==> src/rtl/sm3_expnd_core.sv <==
// sm3_expnd_core
// SM3 message expansion. Loads one 512-bit block as 16 big-endian 32-bit words,
// then streams 64 rounds of W_j and W'_j = W_j ^ W_(j+4), one per cycle, to a
// downstream compression core. After the last round the block sits idle for
// BLK_GAP cycles before accepting the next block.
//
// Ports
//   clk               rising-edge clock
//   rst_n             asynchronous active-low reset
//   msg_inpt_d_i      message word (word 0 of the block first)
//   msg_inpt_vld_i    word valid
//   msg_inpt_lst_i    block is the last of its message (sampled with word 15 only)
//   msg_inpt_rdy_o    word accepted when vld & rdy
//   expnd_otpt_wj_o   W_j
//   expnd_otpt_wjj_o  W'_j
//   expnd_otpt_vld_o  W_j / W'_j valid (no backpressure)
//   expnd_otpt_lst_o  round 63 of the last block of a message
module sm3_expnd_core #(
  parameter int BLK_WRD_NUM   = 16,
  parameter int EXPND_RND_NUM = 64,
  parameter int BLK_GAP       = 2
) (
  input  logic        clk,
  input  logic        rst_n,
  input  logic [31:0] msg_inpt_d_i,
  input  logic        msg_inpt_vld_i,
  input  logic        msg_inpt_lst_i,
  output logic        msg_inpt_rdy_o,
  output logic [31:0] expnd_otpt_wj_o,
  output logic [31:0] expnd_otpt_wjj_o,
  output logic        expnd_otpt_vld_o,
  output logic        expnd_otpt_lst_o
);

  localparam int WCNT_W = $clog2(BLK_WRD_NUM);
  localparam int RCNT_W = $clog2(EXPND_RND_NUM);
  localparam int GCNT_W = (BLK_GAP > 1) ? $clog2(BLK_GAP) : 1;

  localparam logic [WCNT_W-1:0] WCNT_LAST = WCNT_W'(BLK_WRD_NUM - 1);
  localparam logic [RCNT_W-1:0] RCNT_LAST = RCNT_W'(EXPND_RND_NUM - 1);
  localparam logic [GCNT_W-1:0] GCNT_LAST = GCNT_W'((BLK_GAP > 0) ? BLK_GAP - 1 : 0);
  localparam bit                HAS_GAP   = (BLK_GAP > 0);

  typedef enum logic [1:0] {
    LOAD,
    EXPAND,
    GAP
  } state_t;

  state_t            state;
  logic [WCNT_W-1:0] wrd_cnt;
  logic [RCNT_W-1:0] rnd_cnt;
  logic [GCNT_W-1:0] gap_cnt;
  logic              last_flag;
  logic              rdy_q;
  logic              vld_q;
  logic              lst_q;
  logic [31:0]       wj_q;
  logic [31:0]       wjj_q;

  // win[k] holds W_(j+k) for the round j about to be emitted.
  logic [31:0] win [16];

  logic        xfer;
  logic        ld_shift;
  logic        exp_shift;
  logic [31:0] p1_in;
  logic [31:0] new_wrd;

  function automatic logic [31:0] rotl7(input logic [31:0] x);
    return {x[24:0], x[31:25]};
  endfunction

  function automatic logic [31:0] rotl15(input logic [31:0] x);
    return {x[16:0], x[31:17]};
  endfunction

  function automatic logic [31:0] rotl23(input logic [31:0] x);
    return {x[8:0], x[31:9]};
  endfunction

  function automatic logic [31:0] p1(input logic [31:0] x);
    return x ^ rotl15(x) ^ rotl23(x);
  endfunction

  assign xfer      = rdy_q & msg_inpt_vld_i;
  assign ld_shift  = (state == LOAD) & xfer;
  assign exp_shift = (state == EXPAND);

  // W_(j+16) from the current window: W_j, W_(j+3), W_(j+7), W_(j+10), W_(j+13).
  assign p1_in   = win[0] ^ win[7] ^ rotl15(win[13]);
  assign new_wrd = p1(p1_in) ^ rotl7(win[3]) ^ win[10];

  // The window is a plain shift register fed by the input port while loading
  // and by the expansion recurrence while expanding.
  always_ff @(posedge clk or negedge rst_n) begin
    if (!rst_n) begin
      for (int i = 0; i < 16; i++) begin
        win[i] <= '0;
      end
    end else if (ld_shift || exp_shift) begin
      for (int i = 0; i < 15; i++) begin
        win[i] <= win[i+1];
      end
      win[15] <= ld_shift ? msg_inpt_d_i : new_wrd;
    end
  end

  // Control FSM with registered outputs. Output registers default to zero so
  // data and lst are forced low whenever valid is low.
  always_ff @(posedge clk or negedge rst_n) begin
    if (!rst_n) begin
      state     <= LOAD;
      wrd_cnt   <= '0;
      rnd_cnt   <= '0;
      gap_cnt   <= '0;
      last_flag <= 1'b0;
      rdy_q     <= 1'b1;
      vld_q     <= 1'b0;
      lst_q     <= 1'b0;
      wj_q      <= '0;
      wjj_q     <= '0;
    end else begin
      vld_q <= 1'b0;
      lst_q <= 1'b0;
      wj_q  <= '0;
      wjj_q <= '0;

      case (state)
        LOAD: begin
          if (xfer) begin
            if (wrd_cnt == WCNT_LAST) begin
              wrd_cnt   <= '0;
              last_flag <= msg_inpt_lst_i;
              rdy_q     <= 1'b0;
              state     <= EXPAND;
            end else begin
              wrd_cnt <= wrd_cnt + 1'b1;
            end
          end
        end

        EXPAND: begin
          vld_q <= 1'b1;
          wj_q  <= win[0];
          wjj_q <= win[0] ^ win[4];
          lst_q <= last_flag && (rnd_cnt == RCNT_LAST);
          if (rnd_cnt == RCNT_LAST) begin
            rnd_cnt   <= '0;
            last_flag <= 1'b0;
            if (HAS_GAP) begin
              gap_cnt <= '0;
              state   <= GAP;
            end else begin
              rdy_q <= 1'b1;
              state <= LOAD;
            end
          end else begin
            rnd_cnt <= rnd_cnt + 1'b1;
          end
        end

        GAP: begin
          if (gap_cnt == GCNT_LAST) begin
            gap_cnt <= '0;
            rdy_q   <= 1'b1;
            state   <= LOAD;
          end else begin
            gap_cnt <= gap_cnt + 1'b1;
          end
        end

        default: begin
          rdy_q <= 1'b1;
          state <= LOAD;
        end
      endcase
    end
  end

  assign msg_inpt_rdy_o   = rdy_q;
  assign expnd_otpt_vld_o = vld_q;
  assign expnd_otpt_lst_o = lst_q;
  assign expnd_otpt_wj_o  = wj_q;
  assign expnd_otpt_wjj_o = wjj_q;

endmodule

==> config.mk <==
export PLATFORM = sky130hd
export DESIGN_NAME = sm3_expnd_core
export DESIGN_NICKNAME = d
export VERILOG_FILES = /design/src/rtl/sm3_expnd_core.sv
export SDC_FILE = /design/constraint.sdc
export NUM_CORES = 1
export LEC_CHECK = 0
export CELL_PAD_IN_SITES_DETAIL_PLACEMENT = 1
export CELL_PAD_IN_SITES_GLOBAL_PLACEMENT = 2
export CORE_AREA = 3 3 316 318
export CTS_CLUSTER_SIZE = 30
export DETAILED_ROUTE_END_ITERATION = 6
export DIE_AREA = 0 0 319 321
export PLACE_DENSITY_LB_ADDON = 0.1
export SLEW_MARGIN = 40
export SYNTH_ARGS = -nofsm -noshare
export SYNTH_HDL_FRONTEND = slang
export SYNTH_SLANG_ARGS = --single-unit
export TNS_END_PERCENT = 50
==> constraint.sdc <==
create_clock -name clk -period 2.6 [get_ports clk]
set_clock_uncertainty 0.2 [all_clocks]
set_input_delay 0.52 -clock clk [delete_from_list [all_inputs] [get_ports clk]]
set_output_delay 0.52 -clock clk [all_outputs]
set_load 0.02 [all_outputs]
==> results of run 1 <==
-- per-stage QoR --
| step | instances | cell area [um^2] | power (mW) | setup TNS (ns) | util [%] |
|---|---|---|---|---|---|
| 6_report | 3065 | 29500 | 38.6 | 0 | 30.5 |
| 4_1_cts | 3063 | 29500 | 39.7 | 0 | 30.5 |
| 2_1_floorplan | 1566 | 24200 | 23.5 | 0 | - |
| 3_3_place_gp | 2932 | 27200 | 29.0 | -4.62 | 28.0 |
| 3_5_place_dp | 2932 | 27200 | 29.3 | -4.38 | 28.0 |
| 5_1_grt | 3063 | 29500 | 41.1 | 0 | 30.5 |
-- repair_timing --
item                                    4_1_cts  5_1_grt
hold buffers                                  1        0
endpoints found under the setup margin        0        0
endpoints found under the hold margin        25        0
resized for setup                             0        0
-- logic make-up after synthesis --
kind of cell / count (synthesis)
muxes: 481
and+or+nand+nor: 130
AOI/OAI and AO/OA: 80
xor gates and xnor gates: 196
DFF: 593
buffers and inverters: 84
adders and majority gates: 2
-- synth_stat cells (2+ instances only) --
master and number:
buf_2 12, ha_1 2, inv_1 6, buf_1 3, nor3_1 3, mux2_2 281, and2_1 34, o22ai_1 2
a21oi_1 3, dfrtp_1 592, buf_4 22, nand3_1 3, mux2_1 200, clkbuf_1 20, xnor2_1 162, nor2_1 37
nand4_1 3, o221ai_1 32, xnor3_1 32, a22oi_1 33, nand2_1 44, o21ai_0 6, buf_6 21, xor2_1 2
-- flip-flops by register name (all words and copies together), names as in the netlist --
signal            cells
win                 512
expnd_otpt_wj_o      32
expnd_otpt_wjj_o     32
rnd_cnt               6
wrd_cnt               4
state                 2
expnd_otpt_lst_o      1
expnd_otpt_vld_o      1
gap_cnt               1
last_flag             1
msg_inpt_rdy_o        1
-- routing by layer --
metal	wire length, um	vias up
met2	31300	187
met5	0	-
met4	1200	0
met1	31300	6922
li1	-	5823
met3	3000	80
-- worst register-to-register path, cell delays in order (launching register included) --
cell     delay, ns
dfstp_2       0.58
nand2_1       0.12
a21oi_4       0.24
buf_12        0.23
buf_12        0.29
mux2_2        0.41
-- area by class of cell --
type,instances,area [um^2],area share [%]
flip-flops and latches,593,14800,50.3
repair buffers,169,1870,6.33
diodes,2,5.00,0.0170
clock buffers,117,2210,7.48
well taps,1276,1600,5.41
multi-input cells,889,8850,30.0
clock inverters,13,128,0.432
inverters,6,22.5,0.0763
-- power by group --
group	switching, mW	total (mW)	internal [mW]
Combinational	6.53	13.4	6.92
Sequential	2.70	15.2	12.5
Clock	3.98	9.98	6.00
Total	13.2	38.6	25.4
-- worst max path at each step --
stage,endpoint,cells after the start,startpoint,slack (ns)
after floorplan,win[355],6,msg_inpt_rdy_o,0.55
after global placement,win[500],6,msg_inpt_vld_i,-0.06
after detailed placement,win[500],6,msg_inpt_vld_i,-0.07
after CTS,msg_inpt_rdy_o,1,msg_inpt_rdy_o,0.01
after global routing,msg_inpt_rdy_o,1,msg_inpt_rdy_o,0.008
final,msg_inpt_rdy_o,1,msg_inpt_rdy_o,0.08
==> summary.md, run 1 <==
| Metric | Value |
|---|---|
| Status | finished, final reports clean |
| Area Overhead vs Synth | 21.8% |
| Crit path DAT | ~1.8 ns |
| HP Class | reg -> reg |
| CP peak stage delay | 0.63 ns |
| GR Layer Usage met2 | 21.6% |
| Setup crit start kind | flip-flop |
| Total number of vias | approximately 13k |
| Routed WL | 66,800 um |
| FF+latch count, synth | approximately 590 |
| Fmax | 396 MHz |
| Total CTS buffers | 75 |
| Largest net degree at the start of global routing | 74 |
| Crit path max-delay family | buffers and inverters |
| Top Usage Layer GRT | met2 |
| Initial DRC Count | about 550 |
| Sink Count | 593 |
| Layout cells sized above 1 | 25.6% |
| Final net count | 1,772 |
| Endpoints failing setup | 0 |
| Worst R2R Start | msg_inpt_rdy_o |
| Fraction of registers with async set/reset | between 90% and 100% |
| Wire length per cell | 21.8 um |
| Reg2reg setup slack | 0.41 ns |
| Root cell of the clock tree | clkbuf_16 |
| Drt pass-1 iters | 4 |
| Leakage | between 10 and 15 nW |
| Max-cap violations | 0 |
| Crit path cell chain | clkdlybuf4s50_1 |
| Routability-driven placement congestion ratio | 0.700 |
| Tmin final | about 2.5 ns |
| Remaining DRCs | 0 |
| WHS Endpoint | win[315] |
| Number of synthesized flops with an enable pin | 0 |
| First-pass GRT wire length | 101,000 um |
| Data required, critical path | 1.88 ns |
| Initial antenna violation count | 3 |
| Ports | 103 |
| Vias per cell | 4.25 |
| Final setup margin | 0.0764 ns |
| Global route overflow | 0 |
| CTS tree | built |
| Met1 Use GR | ~18% |
| Die Area | 102,000 um^2 |
| Synth area leader | dfrtp_1 |
| R2R depth | 5 |
| Share of the synthesized area in the top cell type | about three fifths |
| Mux contribution to synthesized area | about 22% |
| Setup slack at placement | -0.0656 ns |
| Worst vdd ir | about 0.47 mV |
| Worst-margin pin slew | between 0.5 and 0.6 ns |
| Worst-path clk slew | 0.06 ns |
| Min-Delay Path Depth | 1 |
| PortBufs | 102 |
| Synth area leaders | dfrtp_1, mux2_2, mux2_1 |
| Mapped Cells | 1,566 |
| Die width | between 300 and 400 um |
| Number of global-route vias before repair | 14.6k |
| Power per cell area | 1310 nW/um^2 |
| CP Class | reg -> out |
| Compound-Gate Fraction of Synth Area | 2.56% |
| Worst path bufs/invs | 1 |
| GR Util met3 | 2.35% |
| Largest family of logic cells by synthesized area | multiplexers |
| Worst-Skew Late Latency | 0.61 ns |
| Critical path fanouts, max | 5 |
| Slowest CP cell | clkdlybuf4s50_1 |
| Most frequent cells in the layout | dfrtp_1, mux2_2, mux2_1 |
| Max transition margin | 61.0% |
| Initial core utilization | 25.0% |
| Fin Hold WS | 0.276 ns |
| Rows | 114 |
| Synth Area in XOR/XNOR | 8.90% |
| Distinct cells, synth | 35 |
| Final Max Tran Viols | 0 |
| GRT Total Usage | 13.2% |
| Cell Area, Synth | 24,200 um^2 |
| Fill count | 9,992 |
| Final HPWL DP | 47,900 um |
| Most common cell after layout, fill and taps aside | dfrtp_1 |
| Post-synthesis sequential area ratio | 61.2% |
| Clock buffer depth | 3 |
| Post-Synth Adder-Cell Area | 0.103% |
| Mean Syn Cell Area | 15.5 um^2 |
| Synth Flop Type | dfrtp_1 |
| Syn nets | 1,604 |
| Simple-Gate Fraction of Synth Area | ~2.5% |
| Critical Path End Type | output pin |
| Yosys warnings | 0 |
| Final hold vios | 0 |
| Final ANT Viol Nets | 0 |
| Final worst-path cycle share | 97.1% |
| Floorplan Core Area | slightly below 100,000 um^2 |
| HP Start | win[315] |
| Unrepaired setup endpoints after global routing | no |
| Die H | between 300 and 400 um |
| Capturing point of the worst reg2reg path | win[188] |
| H-Tree Depth | 3 |
| Post-CTS setup buffers | 0 |
No activity file was read; power rests on OpenSTA's default activity.
==> run 2: changes to the inputs <==
clock period = 3.07 ns   (was 2.6 ns; I/O delays follow)
==> run 2 against run 1 <==
Final area is 0.33% higher. Die area stayed put. First-iteration DRC count is 18% lower. Wire length hardly changed. Register-to-register slack better by 0.24 ns. Critical endpoint unchanged.
==> summary.md, run 2 (same netlist as run 1, synthesis figures left out) <==
| Metric | Value |
|---|---|
| Remaining DRCs | 0 (unchanged) |
| Post-CTS setup buffers | 0 (unchanged) |
| Worst R2R Start | win[483] |
| Internal power | 21.6 mW (-15%) |
| Final core occ | 30.6% (+0.10 points) |
| Final setup margin | 0.452 ns (+0.376 ns) |
| Final HPWL DP | 48,100 um (+0.26%) |
| WHS Endpoint | win[470] |
| Layout cells sized above 1 | 26.3% (+0.72 points) |
| Die width | 319 um (unchanged) |
| Status | finished, final reports clean |
| HP Class | reg -> reg |
| Final ANT Viol Nets | 0 (unchanged) |
| Drt pass-1 iters | 4 (unchanged) |
| PortBufs | 102 (unchanged) |
| Final hold vios | 0 (unchanged) |
| Initial antenna violation count | 4 (+1) |
| Seq pwr share | 39.2% (about the same) |
| H-Tree Depth | 3 (unchanged) |
| Top Usage Layer GRT | met2 |
| Final net count | 1,770 (-0.11%) |
| CP peak stage delay | 0.62 ns (about the same) |
| GR Util met3 | 2.40% (+0.050 points) |
| First-pass GRT wire length | 101,000 um (about the same) |
| Worst-path clk slew | 0.05 ns (about the same) |
| Top reg by flops | win |
| Min-Delay Path Depth | 1 (unchanged) |
| Setup slack at placement | 0.245 ns (+0.311 ns) |
| Initial core utilization | 25.0% (unchanged) |
| Root cell of the clock tree | clkbuf_16 |
| Clk pwr share | 26.3% (+0.5 points) |
| Critical Path End Type | output pin |
| Reg2reg setup slack | 0.65 ns (+0.24 ns) |
| Slowest CP cell | clkdlybuf4s50_1 |
| Sink Count | 593 (unchanged) |
| Leakage | 13.2 nW (+0.49%) |
| Vias per cell | 4.24 (about the same) |
| CP Class | reg -> out |
| Met1 Use GR | 18.1% (-0.086 points) |
| R2R depth | 4 (-1) |
| Rows | 114 (unchanged) |
| Crit path cell chain | clkdlybuf4s50_1 |
| Final Max Tran Viols | 0 (unchanged) |
| Worst-margin pin slew | 0.749 ns (+0.164 ns) |
| GRT Total Usage | 13.2% (about the same) |
| Unrepaired setup endpoints after global routing | no |
| Switching share of power | 34.5% (+0.31 points) |
| Max reg flops | 512 (unchanged) |
| Max transition margin | 50.1% (-11 points) |
| GR Layer Usage met2 | 21.6% (+0.024 points) |
| Finished Layout Cells | 3,061 (-0.13%) |
| Worst vdd ir | 0.418 mV (-12%) |
| Max-cap violations | 0 (unchanged) |
| Capturing point of the worst reg2reg path | win[26] |
| Routed WL | 66,700 um (about the same) |
| Setup crit start kind | flip-flop |
| Die H | 321 um (unchanged) |
| Power per cell area | 1110 nW/um^2 (-15%) |
| Worst path bufs/invs | 1 (unchanged) |
| Sw power | 11.4 mW (-14%) |
| Floorplan Core Area | 96,900 um^2 (unchanged) |
| Crit path max-delay family | buffers and inverters |
| Combinational Power Share | 34.4% (-0.4 points) |
| Worst-Skew Late Latency | 0.61 ns (about the same) |
| Tmin final | approximately 2.6 ns |
| Area Overhead vs Synth | 22.2% |
| Largest net degree at the start of global routing | 68 (-8.1%) |
| Wire length per cell | 21.8 um (about the same) |
| Most common cell after layout, fill and taps aside | dfrtp_1 |
| Crit path DAT | 1.80 ns (about the same) |
| Routability-driven placement congestion ratio | 0.724 (+3.5%) |
| Clock buffer depth | 3 (unchanged) |
| Ports | 103 (unchanged) |
| Final worst-path cycle share | 85.3% |
| Data required, critical path | 2.26 ns (+0.38 ns) |
| Global route overflow | 0 (unchanged) |
| Placed Instances | 2,932 (unchanged) |
| Fmax | 382 MHz |
| Setup crit start | msg_inpt_rdy_o |
| Total CTS buffers | 73 (-2.7%) |
| Setup_tns | 0 ns (unchanged) |
| Critical path fanouts, max | 5 (unchanged) |
| Initial DRC Count | 453 (-18%) |
| Die Area | 102,000 um^2 (unchanged) |
| HP Start | win[470] |
| Total number of vias | 13.0k (-0.18%) |
| CTS tree | built |
| Most frequent cells in the layout | dfrtp_1, mux2_2, mux2_1 |
| Number of global-route vias before repair | 14.5k (-0.37%) |
| Endpoints failing setup | 0 (unchanged) |
-- run 2: cell types whose count changed in the layout (fill, tap and decap cells not counted) --
cell        before  now
buf_12          27   28
buf_4           39   38
bufinv_16        2    3
clkbuf_1        27   12
clkbuf_8        13   20
clkinv_2         7   12
clkinvlp_4       2    1
diode_2          2    1
-- run 2: final cells by class --
type	count	area [um^2]
Clock buffer	109	2250
Sequential cell	593	14800
Inverter	6	22.5
Clock inverter	18	175
Tap cell	1276	1600
Antenna cell	1	2.50
Fill cell	10000	67200
Timing Repair Buffer	169	1880
Multi-Input combinational cell	889	8850
-- run 2: layer usage --
metal / wire length (um) / part of all wire [%] / up-vias
met4: 1350 / 2.0 / 0
met5: 0 / 0 / -
met3: 3050 / 4.6 / 89
met2: 31400 / 47 / 193
li1: - / - / 5812
met1: 31000 / 46 / 6895
-- run 2: worst max-delay path by stage --
stage | slack (ns) | endpoint | depth (start not counted)
floorplan | 1.02 | win[355] | 6
global placement | 0.25 | win[156] | 7
detailed placement | 0.25 | win[220] | 7
CTS | 0.40 | msg_inpt_rdy_o | 1
global route | 0.38 | msg_inpt_rdy_o | 1
finish | 0.45 | msg_inpt_rdy_o | 1
-- run 2: worst reg2reg max path, stage by stage (launching register included) --
cell and delay (ns):
dfrtp_1 0.49, xnor3_1 0.61, xnor2_1 0.20, xnor2_1 0.58, o221ai_1 0.19
-- run 2: per-stage QoR --
step                hold slack (ns)  cell area, um^2  total power [mW]
floorplan                     0.118            24200              19.9
global placement              0.262            27200              24.5
detailed placement            0.272            27200              24.7
CTS                           0.283            29600              33.7
global route                  0.292            29600              35.1
finish                        0.280            29600              32.9
-- run 2: power groups by stage --
stage               registers [mW]  clock network, mW  logic [mW]
detailed placement            13.2                  0        11.5
CTS                           13.0               9.05        11.6
floorplan                     11.9                  0        8.01
global route                  13.4               9.43        12.3
global placement              13.1                  0        11.4
finish                        12.9               8.67        11.3
-- run 2: what timing repair did --
action	CTS	global route
gates resized for setup	0	0
hold buffers	1	0
setup endpoints to repair	0	0
endpoints found under the hold margin	45	0
